File: config.mk
export PLATFORM = sky130hd
export DESIGN_NAME = jk_reg_bank
export DESIGN_NICKNAME = d
export VERILOG_FILES = /design/src/rtl/jk_reg_bank.sv
export SDC_FILE = /design/constraint.sdc
export NUM_CORES = 1
export LEC_CHECK = 0
export CORE_ASPECT_RATIO = 1.5
export CORE_MARGIN = 2
export CORE_UTILIZATION = 35
export CTS_CLUSTER_DIAMETER = 80
export DETAILED_ROUTE_END_ITERATION = 6
export GPL_TIMING_DRIVEN = 0
export HOLD_SLACK_MARGIN = 0.06
export PLACE_DENSITY = 0.62
export SLEW_MARGIN = 0
export SYNTH_ARGS = -nofsm -noshare
export SYNTH_HDL_FRONTEND = slang
export SYNTH_SLANG_ARGS = --single-unit
File: constraint.sdc
create_clock -name clk -period 2.4 [get_ports clk]
set_clock_uncertainty 0.1 [all_clocks]
set_input_delay 0.48 -clock clk [delete_from_list [all_inputs] [get_ports clk]]
set_output_delay 0.48 -clock clk [all_outputs]
set_load 0.005 [all_outputs]
File: src/rtl/jk_reg_bank.sv
// Bank of WIDTH JK channels clocked by a shared prescaler strobe, with
// 2-stage input synchronizers, a parallel load, and per-channel change pulses.
module jk_reg_bank #(
  parameter int                 WIDTH     = 4,
  parameter int                 DIV       = 100000000,
  parameter logic [WIDTH-1:0]   RESET_VAL = {WIDTH{1'b0}}
) (
  input  logic             clk,
  input  logic             rst,
  input  logic             en,
  input  logic [WIDTH-1:0] J,
  input  logic [WIDTH-1:0] K,
  input  logic             load,
  input  logic [WIDTH-1:0] load_data,
  output logic [WIDTH-1:0] Q,
  output logic [WIDTH-1:0] Q_bar,
  output logic             tick,
  output logic [WIDTH-1:0] chg
);

  localparam int             CW      = (DIV > 1) ? $clog2(DIV) : 1;
  localparam logic [CW-1:0]  CNT_MAX = CW'(DIV - 1);

  logic [WIDTH-1:0] j_s1_q, j_s1_d, j_s2_q, j_s2_d;
  logic [WIDTH-1:0] k_s1_q, k_s1_d, k_s2_q, k_s2_d;
  logic [CW-1:0]    cnt_q, cnt_d;
  logic [WIDTH-1:0] q_q, q_d;
  logic [WIDTH-1:0] chg_q, chg_d;
  logic             tick_q, tick_d;
  logic             upd;

  always_comb begin
    j_s1_d = J;
    j_s2_d = j_s1_q;
    k_s1_d = K;
    k_s2_d = k_s1_q;

    // A load both restarts the prescaler and suppresses the strobe on its edge.
    upd   = en && !load && (cnt_q == CNT_MAX);

    cnt_d = cnt_q;
    if (load) begin
      cnt_d = '0;
    end else if (en) begin
      cnt_d = upd ? '0 : cnt_q + 1'b1;
    end

    q_d = q_q;
    if (load) begin
      q_d = load_data;
    end else if (upd) begin
      for (int i = 0; i < WIDTH; i++) begin
        case ({j_s2_q[i], k_s2_q[i]})
          2'b01:   q_d[i] = 1'b0;
          2'b10:   q_d[i] = 1'b1;
          2'b11:   q_d[i] = ~q_q[i];
          default: q_d[i] = q_q[i];
        endcase
      end
    end

    chg_d  = q_d ^ q_q;
    tick_d = upd;
  end

  always_ff @(posedge clk or negedge rst) begin
    if (!rst) begin
      j_s1_q <= '0;
      j_s2_q <= '0;
      k_s1_q <= '0;
      k_s2_q <= '0;
      cnt_q  <= '0;
      q_q    <= RESET_VAL;
      chg_q  <= '0;
      tick_q <= 1'b0;
    end else begin
      j_s1_q <= j_s1_d;
      j_s2_q <= j_s2_d;
      k_s1_q <= k_s1_d;
      k_s2_q <= k_s2_d;
      cnt_q  <= cnt_d;
      q_q    <= q_d;
      chg_q  <= chg_d;
      tick_q <= tick_d;
    end
  end

  assign Q     = q_q;
  assign Q_bar = ~q_q;
  assign tick  = tick_q;
  assign chg   = chg_q;

endmodule

=== After elaboration in Yosys (flattened, before gate mapping) ===
Cells that the tools add are included.

* Add/sub/neg operators: 1
* Equality and inequality tests: 13
* Mux-type cells: 9
* Bitwise logic cells: 6
* Reductions and logical operators: 4

{| class="wikitable"
|+ Operators by type and width
! kind !! count
|-
| 27-bit two-way mux || 3
|-
| 27-bit by 1-bit adder with 27-bit output (second input constant) || 1
|-
| 27-bit equality test (second input constant) || 1
|-
| 2-bit equality test (second input constant) || 8
|-
| 1-bit one-hot mux with 3 select lines || 4
|-
| 2-bit by 1-bit equality test with 1-bit output (second input constant) || 4
|-
| 4-bit two-way mux || 2
|-
| 1-bit NOT || 4
|-
| 4-bit NOT || 1
|-
| 4-bit bitwise XOR || 1
|-
| 1-bit logical AND || 2
|-
| 2-bit nonzero test || 1
|-
| 1-bit zero test || 1
|}

* Register bits after elaboration: 52
* Input bits: 16
* Output and inout port bits: 13
* Word-level logic and storage cells: 41

=== Longest topological paths before layout ===
* Depth in word-level cells: 6
* Gate-level depth with buffers: 8
* Depth with buffers taken out: 6

=== Least setup slack after synthesis ===
No wires, ideal clock.

* Path type: register -> register
* Start: register cnt_q[0]
* End: register cnt_q[24]
* Library setup time: 0.083 ns
* Data arrival time: 1.757 ns
* Required time: 2.217 ns
* Path slack: 0.461 ns
* Cell stages (with the launch flop): 7
* Buffers on the path: 0
* Clock period less this slack: 1.939 ns
* Path through: dfrtp_1 ha_1 nand3_1 nor3_1 nand3_1 or4b_1 o21ai_0

* Word-level cells in the longest chain between the ends: 5
* Elaborated cells between the ends (all ways): 6
* Those cells by class: add/sub (1); eq/ne (1); mux (3); reduce/logical (1)

{| class="wikitable"
|+ RTL lines
! item !! RTL line !! text
|-
| start, declared || 26 || <nowiki>logic [CW-1:0] cnt_q, cnt_d;</nowiki>
|-
| start signal, assigned || 81 || <nowiki>cnt_q <= cnt_d;</nowiki>
|-
| branches (longest 2 deep; another with 27-bit by 1-bit adder with 27-bit output) || -- ||
|-
| 27-bit two-way mux (*) || 45 || <nowiki>cnt_d = upd ? '0 : cnt_q + 1'b1;</nowiki>
|-
| 27-bit two-way mux (*) || 44 || <nowiki>end else if (en) begin</nowiki>
|-
| 27-bit two-way mux (*) || 42 || <nowiki>if (load) begin</nowiki>
|}

Mark *: on every way between the ends. The select of a mux whose other input is x is not followed.
A chain may end at the register's enable or synchronous reset.

=== Worst setup path in the final report ===
* Start: register cnt_q[10]
* End: register cnt_q[15]

The elaborated chain is that of the path after synthesis.

==> results.yml <==
die:
  die_height_um: 107.3
  core_um2: 6852
  ios: 29
  die-area_um2: 7811
  fp-row-count: 37
  die_w_um: 72.83
  start_util_pct: 36.30
worst_setup_path:
  critPathCaptureType: "flop"
  cp_max_fo: 10
  slowest_delay_ps: 440
  critPathBufInv: 2
  criticalPathCategory: "flop to flop"
  timing.rr.start: "cnt_q[10]"
  path_cells: "nor4_1 > nand4_1 > o31a_1 > buf_2 > buf_6 > a221o_1"
  reg2reg_to: "cnt_q[15]"
  cpMaxStageDelayCell: "dfrtp_1"
  reg2reg_slack_ps: 150
  startpoint_type: "flop"
  required_ps: 2500
  r2r_cells: 6
  cp_top_family: "compound AO/OA/AOI/OAI gates"
  crit_arrival_ps: 2350
clock_tree:
  clock_path_buffers: 2
  cts_root_buf: "clkbuf_8"
  htree_levels: 2
  clk_latency_ps: 310
  cts_buffers: 5
  clkTransAtPathRegs_ps: 100
  cts.sinks: 52
  cts_tree: "built"
sta:
  max_freq_ghz: 0.4447
  fin_crit_ps: 2248
  fin_crit_sh_pct: 93.69
  worstMarginPinSlew_ps: 556.0
  max-slew-margin-rel_pct: 62.93
  slew_violations: 0
  rsz0062_at_grt: "false"
  setup_viol: 0
  hold_ws_ps: 254.9
  hold_violations: 0
  worst_slack_ps: 151.5
final_layout:
  area_delta_synth_final_pct: 19.87
  nets: 304
  n_antenna_cell: 0
  final_common_cell: "dfrtp_1"
  layout_common_cells: "dfrtp_1, clkdlybuf4s50_1, nand2_1"
  drive_gt1_share_pct: 10.76
outcome:
  outcome: "finished clean"
worst_hold_path:
  min_from: "k_s1_q[2]"
  holdPathEnd: "k_s2_q[2]"
  hold_class: "flop to flop"
  min_path_cells: 0
power_and_ir_drop:
  peakVddDrop_v: 0.0002841
  leakagePower_nw: 1.233
  power_density_nw_per_um2: 538.1
  total_power_mw: 1.604
logic_synthesis:
  synth_area_per_cell_um2: 9.910
  mappedNetlistArea_um2: 2487
  syn_nets: 268
  synthCells: 251
  ys_ff_latch: 52
  synth_warnings: 0
  seq_area_frac_synth_pct: 52.31
  async_reset_ff_share_pct: 100.0
  yosysUniqueCellTypes: 42
  synth_edf_count: 0
  ys.flop_type: "dfrtp_1"
grt:
  grt_pass1_wl_um: 9549
  antenna_found_initial: 0
  grt_use_total_pct: 15.58
  first_global_vias: 1943
  grt_max_degree: 37
  gr-total-overflow: 0
route:
  routedWlPerCell_um: 15.59
  postRouteAntennaNets: 0
  wirelength_um: 5706
  dr.pass1.iters: 4
  first_iter_violations: 154
  viasPerCell: 5.511
  drc_errors: 0
  routed-via-count: 2017
place:
  place_ws_ps: -60.63
  gp_congestion: 0.8335
  port_buffers: 27
  hpwl_um: 4087
flow_run:
  cap_violations: 0
report_power, final:
part	switching, mW	total (mW)	internal, mW
Clock	0.299	0.509	0.209
Sequential	0.0232	0.927	0.904
Combinational	0.0806	0.168	0.0877
Total	0.403	1.60	1.20
cell families (layout without fill, tap and decap cells):
group / count (synthesis) / count (layout) / synth area share [%]
AO/OA/AOI/OAI: 59 / 59 / 14.89
XOR/XNOR: 9 / 9 / 3.169
adder cells (fa/ha/maj): 1 / 1 / 0.5029
buffers and inverters: 24 / 61 / 4.628
flip-flops: 52 / 52 / 52.31
multiplexers: 5 / 5 / 2.062
AND/OR/NAND/NOR: 101 / 101 / 22.44
layout make-up:
type                            instances  area (µm²)
Clock buffer                            5       68.82
Fill cell                             678        3870
Tap cell                               78       97.59
Multi-Input combinational cell        175        1081
Inverter                               11       41.29
Clock inverter                          3       22.52
Sequential cell                        52        1301
Buffer                                 13       73.82
Timing Repair Buffer                   29       295.3
stage by stage:
step,std cells,utilization (%),TNS [ps],instance area (µm²)
2_1_floorplan,251,-,0,2487
3_3_place_gp,356,41.67,-41300,2855
3_5_place_dp,357,41.89,-67.72,2870
4_1_cts,366,43.44,0,2977
5_1_grt,366,43.52,0,2982
6_report,366,43.52,0,2982
what timing repair did:
action | in CTS | in global routing
buffers inserted | 0 | 0
gates resized for setup | 1 | 1
hold buffers | 1 | 0
endpoints found under the setup margin | 1 | 4
hold endpoints to repair | 16 | 0
pin swaps | 0 | 0
per-layer routing:
metal	track usage, %	up-vias	wire length [µm]
met4	5.688	0	85
met3	2.154	6	144
met2	26.75	28	3007
li1	-	985	-
met5	0	-	0
met1	19.65	998	2468
cell usage after synthesis (all sizes together), types with 2 or more instances:
| library cell | count | area share, % |
|---|---|---|
| and4 | 5 | 1.8 |
| or4b | 2 | 0.80 |
| o31ai | 4 | 1.2 |
| a31oi | 11 | 2.8 |
| a22o | 3 | 1.1 |
| nor2 | 13 | 2.0 |
| nand3b | 4 | 1.2 |
| and2 | 3 | 0.75 |
| o21ai | 13 | 2.6 |
| nand2b | 4 | 1.0 |
| and4bb | 2 | 1.0 |
| buf | 8 | 2.2 |
| nand3 | 15 | 3.2 |
| nand2 | 25 | 3.8 |
| xnor2 | 2 | 0.70 |
| nand4 | 11 | 2.8 |
| nor3 | 4 | 0.80 |
| dfrtp | 52 | 52 |
| inv | 10 | 1.5 |
| mux2i | 4 | 1.6 |
| a31o | 5 | 1.8 |
| a21oi | 17 | 3.4 |
| and3 | 7 | 1.8 |
| or3 | 3 | 0.75 |
| xor2 | 7 | 2.5 |
| clkbuf | 5 | 0.75 |
worst max-delay path by stage:
stage / start / endpoint / slack [ps] / cells past startpoint
after floorplan: cnt_q[0] / cnt_q[24] / 460 / 6
after global placement: rst / chg[3] / -800 / 1
after detailed placement: load / cnt_q[15] / -60 / 5
after CTS: cnt_q[10] / Q[1] / 30 / 5
after global routing: cnt_q[10] / cnt_q[7] / 30 / 7
final: cnt_q[10] / cnt_q[15] / 150 / 6
flip-flops by register name, indices dropped and copies added, names as in the netlist:
signal  count
chg         4
j_s1_q      4
cnt_q      27
k_s2_q      4
Q           4
j_s2_q      4
tick        1
k_s1_q      4
worst reg2reg max path: stages, from the launching register on:
cell     delay (ps)
dfrtp_1         440
nor4_1          370
nand4_1         250
o31a_1          340
buf_2           170
buf_6           160
a221o_1         320
No activity file was read; power rests on OpenSTA's default activity.
